===== config.mk =====
export PLATFORM = sky130hd
export DESIGN_NAME = pipe_hazard_unit
export DESIGN_NICKNAME = d
export VERILOG_FILES = /design/src/rtl/pipe_hazard_unit_pkg.sv /design/src/rtl/pipe_hazard_unit_src_match.sv /design/src/rtl/pipe_hazard_unit.sv
export SDC_FILE = /design/constraint.sdc
export NUM_CORES = 1
export LEC_CHECK = 0
export CAP_MARGIN = 0
export CORE_UTILIZATION = 45
export CTS_CLUSTER_SIZE = 10
export DETAILED_ROUTE_END_ITERATION = 12
export PLACE_DENSITY = 0.76
export SYNTH_ARGS = -nofsm -noshare
export SYNTH_HDL_FRONTEND = slang
export SYNTH_HIERARCHICAL = 1
export SYNTH_SLANG_ARGS = --single-unit

===== constraint.sdc =====
create_clock -name clk -period 2.6 [get_ports clk]
set_input_delay 0.26 -clock clk [delete_from_list [all_inputs] [get_ports clk]]
set_output_delay 0.26 -clock clk [all_outputs]
set_load 0.03 [all_outputs]

===== src/rtl/pipe_hazard_unit_pkg.sv =====
// Shared types for the decode-stage hazard unit.
// Tracked-entry layout, x0 constant and forward-select encoding.
package pipe_hazard_unit_pkg;

    localparam logic [4:0] REG_X0 = 5'd0;
    localparam int FWD_RF = 0;

    typedef struct packed {
        logic       valid;
        logic [4:0] rd;
        logic       we;
        logic       is_load;
    } hz_entry_t;

    localparam hz_entry_t ENTRY_BUBBLE = '0;

    // True when this in-flight entry will write the register rs reads.
    // x0 is hardwired to zero, so it never creates a dependency.
    function automatic logic entry_writes(
        input hz_entry_t  e,
        input logic [4:0] rs
    );
        return e.valid && e.we && (e.rd == rs) && (rs != REG_X0);
    endfunction

endpackage


===== src/rtl/pipe_hazard_unit_src_match.sv =====
// Per-source dependency search across the tracked stages.
// Reports whether any stage matches, the youngest one, and its readiness.
module hazard_src_match
    import pipe_hazard_unit_pkg::*;
#(
    parameter  int DEPTH      = 3,
    parameter  int ALU_READY  = 1,
    parameter  int LOAD_READY = 2,
    localparam int SEL_W      = $clog2(DEPTH + 1)
) (
    input  hz_entry_t [DEPTH:1] entries,
    input  logic [4:0]          rs,
    input  logic                rs_used,
    output logic                match,
    output logic                ready,
    output logic [SEL_W-1:0]    sel
);

    // Walk oldest to youngest so the youngest matching stage wins.
    always_comb begin
        match = 1'b0;
        ready = 1'b0;
        sel   = SEL_W'(FWD_RF);
        if (rs_used) begin
            for (int k = DEPTH; k >= 1; k--) begin
                if (entry_writes(entries[k], rs)) begin
                    match = 1'b1;
                    sel   = SEL_W'(k);
                    ready = entries[k].is_load ? (k >= LOAD_READY)
                                               : (k >= ALU_READY);
                end
            end
        end
    end

endmodule


===== src/rtl/pipe_hazard_unit.sv =====
// Decode-stage hazard unit: forwarding selects, load-use stalls, flush.
// Tracks destination info of the instructions between EX and WB.
module pipe_hazard_unit
    import pipe_hazard_unit_pkg::*;
#(
    parameter  int DEPTH      = 3,
    parameter  int ALU_READY  = 1,
    parameter  int LOAD_READY = 2,
    parameter  int FWD_EN     = 1,
    parameter  int CNT_W      = 16,
    localparam int SEL_W      = $clog2(DEPTH + 1)
) (
    input  logic             clk,
    input  logic             rst,
    input  logic             dec_valid,
    input  logic [4:0]       dec_rs1,
    input  logic [4:0]       dec_rs2,
    input  logic             dec_rs1_used,
    input  logic             dec_rs2_used,
    input  logic [4:0]       dec_rd,
    input  logic             dec_rd_we,
    input  logic             dec_is_load,
    input  logic             redirect,
    output logic             stall_o,
    output logic             flush_o,
    output logic [SEL_W-1:0] fwd_a_sel,
    output logic [SEL_W-1:0] fwd_b_sel,
    output logic [CNT_W-1:0] stall_cnt
);

    hz_entry_t [DEPTH:1] entries;
    hz_entry_t           dec_entry;

    logic             a_match;
    logic             a_ready;
    logic [SEL_W-1:0] a_sel;
    logic             b_match;
    logic             b_ready;
    logic [SEL_W-1:0] b_sel;
    logic             a_block;
    logic             b_block;

    hazard_src_match #(
        .DEPTH      (DEPTH),
        .ALU_READY  (ALU_READY),
        .LOAD_READY (LOAD_READY)
    ) u_src_a (
        .entries (entries),
        .rs      (dec_rs1),
        .rs_used (dec_rs1_used),
        .match   (a_match),
        .ready   (a_ready),
        .sel     (a_sel)
    );

    hazard_src_match #(
        .DEPTH      (DEPTH),
        .ALU_READY  (ALU_READY),
        .LOAD_READY (LOAD_READY)
    ) u_src_b (
        .entries (entries),
        .rs      (dec_rs2),
        .rs_used (dec_rs2_used),
        .match   (b_match),
        .ready   (b_ready),
        .sel     (b_sel)
    );

    // Stall, flush and select decisions; redirect overrides any stall.
    always_comb begin
        if (FWD_EN != 0) begin
            a_block = a_match && !a_ready;
            b_block = b_match && !b_ready;
        end else begin
            a_block = a_match;
            b_block = b_match;
        end
        stall_o = dec_valid && !redirect && (a_block || b_block);
        flush_o = redirect;
        fwd_a_sel = SEL_W'(FWD_RF);
        fwd_b_sel = SEL_W'(FWD_RF);
        if (FWD_EN != 0 && dec_valid) begin
            if (a_match && a_ready) fwd_a_sel = a_sel;
            if (b_match && b_ready) fwd_b_sel = b_sel;
        end
        dec_entry = '{valid:   dec_valid,
                      rd:      dec_rd,
                      we:      dec_rd_we,
                      is_load: dec_is_load};
    end

    // Advance tracked stages; stalls inject a bubble, redirect kills all.
    always_ff @(posedge clk or negedge rst) begin
        if (!rst) begin
            entries <= '0;
        end else begin
            entries[1] <= (stall_o || redirect) ? ENTRY_BUBBLE : dec_entry;
            for (int k = 2; k <= DEPTH; k++) begin
                entries[k] <= redirect ? ENTRY_BUBBLE : entries[k-1];
            end
        end
    end

    // Saturating count of stalled cycles.
    always_ff @(posedge clk or negedge rst) begin
        if (!rst) begin
            stall_cnt <= '0;
        end else if (stall_o && (stall_cnt != '1)) begin
            stall_cnt <= stall_cnt + CNT_W'(1);
        end
    end

endmodule


==> results.yml <==
synthesis:
  synth_warnings: 6
  syn_nets: 231
  synth_area_mm2: 0.00215
  syn_area_per_cell_um2: 10.4
  syn_inst: 207
placement:
  pre_cts_slack_ns: -0.548
  io_buffers: 44
  gp_congestion: 0.843
  dp.cells: 326
  detailed_place_hpwl_um: 3730
power:
  p_per_area_mw_per_mm2: 380
  p_leak_uw: 0.00145
  ir_drop_mv: 0.427
critical_path:
  worstPathArrival_ns: 3.04
  crit_chain: "nor2b_4, a2111o_1, nor4_4, nand2_2, nand2_4, nand2b_4, buf_6, a2111o_1, nor3_2, mux2_4"
  max_stage_delay_ns: 0.48
  crit_type: "register to register"
  cp-start-kind: "register"
  cp_max_fo: 4
  cp_data_required_time_ns: 2.78
  r2r_cells: 10
  slowest_stage: "a2111o_1"
  critPathMostFrequentCell: "a2111o_1"
  crit_path_end_kind: "register"
  reg2reg_slack_ns: -0.26
timing:
  max_slew.worst_pin.slew_ns: 0.872
  fin_crit_ns: 2.86
  holdWs_ns: 0.0873
  fin_crit_sh: 1.10
  drv_slew: 0
  fmax_ghz: 0.350
  relSlewSlack: 0.418
  finalHoldViolations: 0
  grt_setup_unrepaired: "true"
  post-route-worst-setup-slack_ns: -0.257
  worst_clock_skew_ns: 0.00793
  finalSetupViolCount: 22
  fin_tns_setup_ns: -2.25
global_route:
  grt-ovfl-total: 0
  grt_use_met1: 0.316
  use_met3: 0.0413
  busiest_layer: "met2"
  use_met2: 0.329
  grt_util_all_layers: 0.218
  grt_pass1_vias: 1805
  grt_max_degree: 39
  grt_pass1_wl_um: 8580
  antenna_found_initial: 0
finish:
  layout-drive-gt1-share: 0.320
  fillers: 306
  area_growth_pct: 49.7
  nNetsFinal: 323
  final_cells: 352
  antenna_cells: 0
  post-route-util: 0.721
  multi_input_area_mm2: 0.00131
  seq_area_um2: 951
routing:
  drt-initial-drc-count: 115
  first_pass_iters: 8
  routedWlPerCell_um: 15.6
  remaining_drc_errors: 2
  vias: 1879
  routed_wl_um: 5500
  ant_nets: 0
  via_per_inst: 5.34
cts:
  cts_htree_levels: 2
  path_clk_slew_ns: 0.08
  clockRootBuffer: "clkbuf_8"
  clockBufferDepth: 2
  cts_num_sinks: 38
  cts_inserted_buffers: 5
  clock_latency_ns: 0.29
  cts_tree: "yes"
  hold_buffers: 0
floorplanning:
  die-width_um: 71.2
  core_area_mm2: 0.00447
  die_y_um: 71.2
  top_level_ports: 45
  core.rowCount: 24
  die_area_mm2: 0.00507
  initial_utilization: 0.482
run_status:
  violations: "design-rule violations, negative setup slack"
  outcome: "finished with violations"
run:
  maxCapViolations: 0
hold_path:
  hold_path_class: "input port to asynchronous set/reset pin"
[state kept, by name, summed over array words and instances (netlist names)]
signal,cells
entries,22
stall_cnt,16
[placed cells by master, fill, tap and decap left out, types with 3 or more instances in the layout]
| master | count |
|---|---|
| a2111o_1 | 4 |
| and2_1 | 3 |
| and2_4 | 4 |
| and2b_1 | 4 |
| and4_1 | 3 |
| buf_4 | 34 |
| buf_6 | 14 |
| clkbuf_8 | 6 |
| clkdlybuf4s50_1 | 30 |
| dfrtp_1 | 38 |
| dlygate4sd2_1 | 7 |
| inv_1 | 3 |
| nand2_1 | 17 |
| nand2b_4 | 4 |
| nand3_1 | 6 |
| nand4_1 | 6 |
| nor2_1 | 8 |
| nor2b_1 | 13 |
| nor3_1 | 5 |
| o21ai_0 | 5 |
| xnor2_1 | 18 |
| xor2_1 | 13 |
[critical path: cells and delay by family, from the launching register on]
kind / cells / cell delay [ns]
buf+inv: 1 / 0.12
mux: 1 / 0.31
compound gates: 2 / 0.88
flops: 1 / 0.41
simple gates: 6 / 1.03
[layer usage]
metal / wire length, um / part of all wire / vias up
met4: 89 / 0.016 / 0
met5: 0 / 0 / -
met1: 2580 / 0.47 / 908
met2: 2610 / 0.48 / 46
met3: 218 / 0.040 / 8
li1: - / - / 917
[stage by stage]
stage / instance area, um2 / power (uW)
global placement: 2840 / 787
finish: 3230 / 1220
CTS: 3080 / 1220
detailed placement: 2840 / 790
floorplan: 2180 / 693
global route: 3230 / 1270
[final timing paths]
check | start | endpoint
worst min-delay path | rst | entries[14]
min in group clk | entries[15] | entries[23]
worst max-delay path | entries[3] | stall_cnt[15]
max in group asynchronous | rst | entries[17]
worst max register to register | entries[3] | stall_cnt[15]
worst min register to register | entries[15] | entries[23]
[cell type report]
class                   count  share of cell area
inverters                   4             0.00465
flip-flops and latches     38               0.295
clock buffers               6              0.0256
well taps                  52              0.0202
multi-input cells         163               0.405
clock inverters             2             0.00388
repair buffers             87               0.246
[power breakdown]
part           switching, uW  leakage (uW)  internal, uW
Combinational           80.8      0.000886          92.8
Clock                    217     0.0000472           213
Sequential              15.7      0.000517           605
Total                    313       0.00145           912
[timing repair]
action                     4_1_cts  5_1_grt
cloned                           0        0
pin swaps                       13       20
gates resized for setup         29       20
buffers inserted                10       11
setup endpoints to repair       22       28
Note: power is estimated with default switching activity, not from simulation.
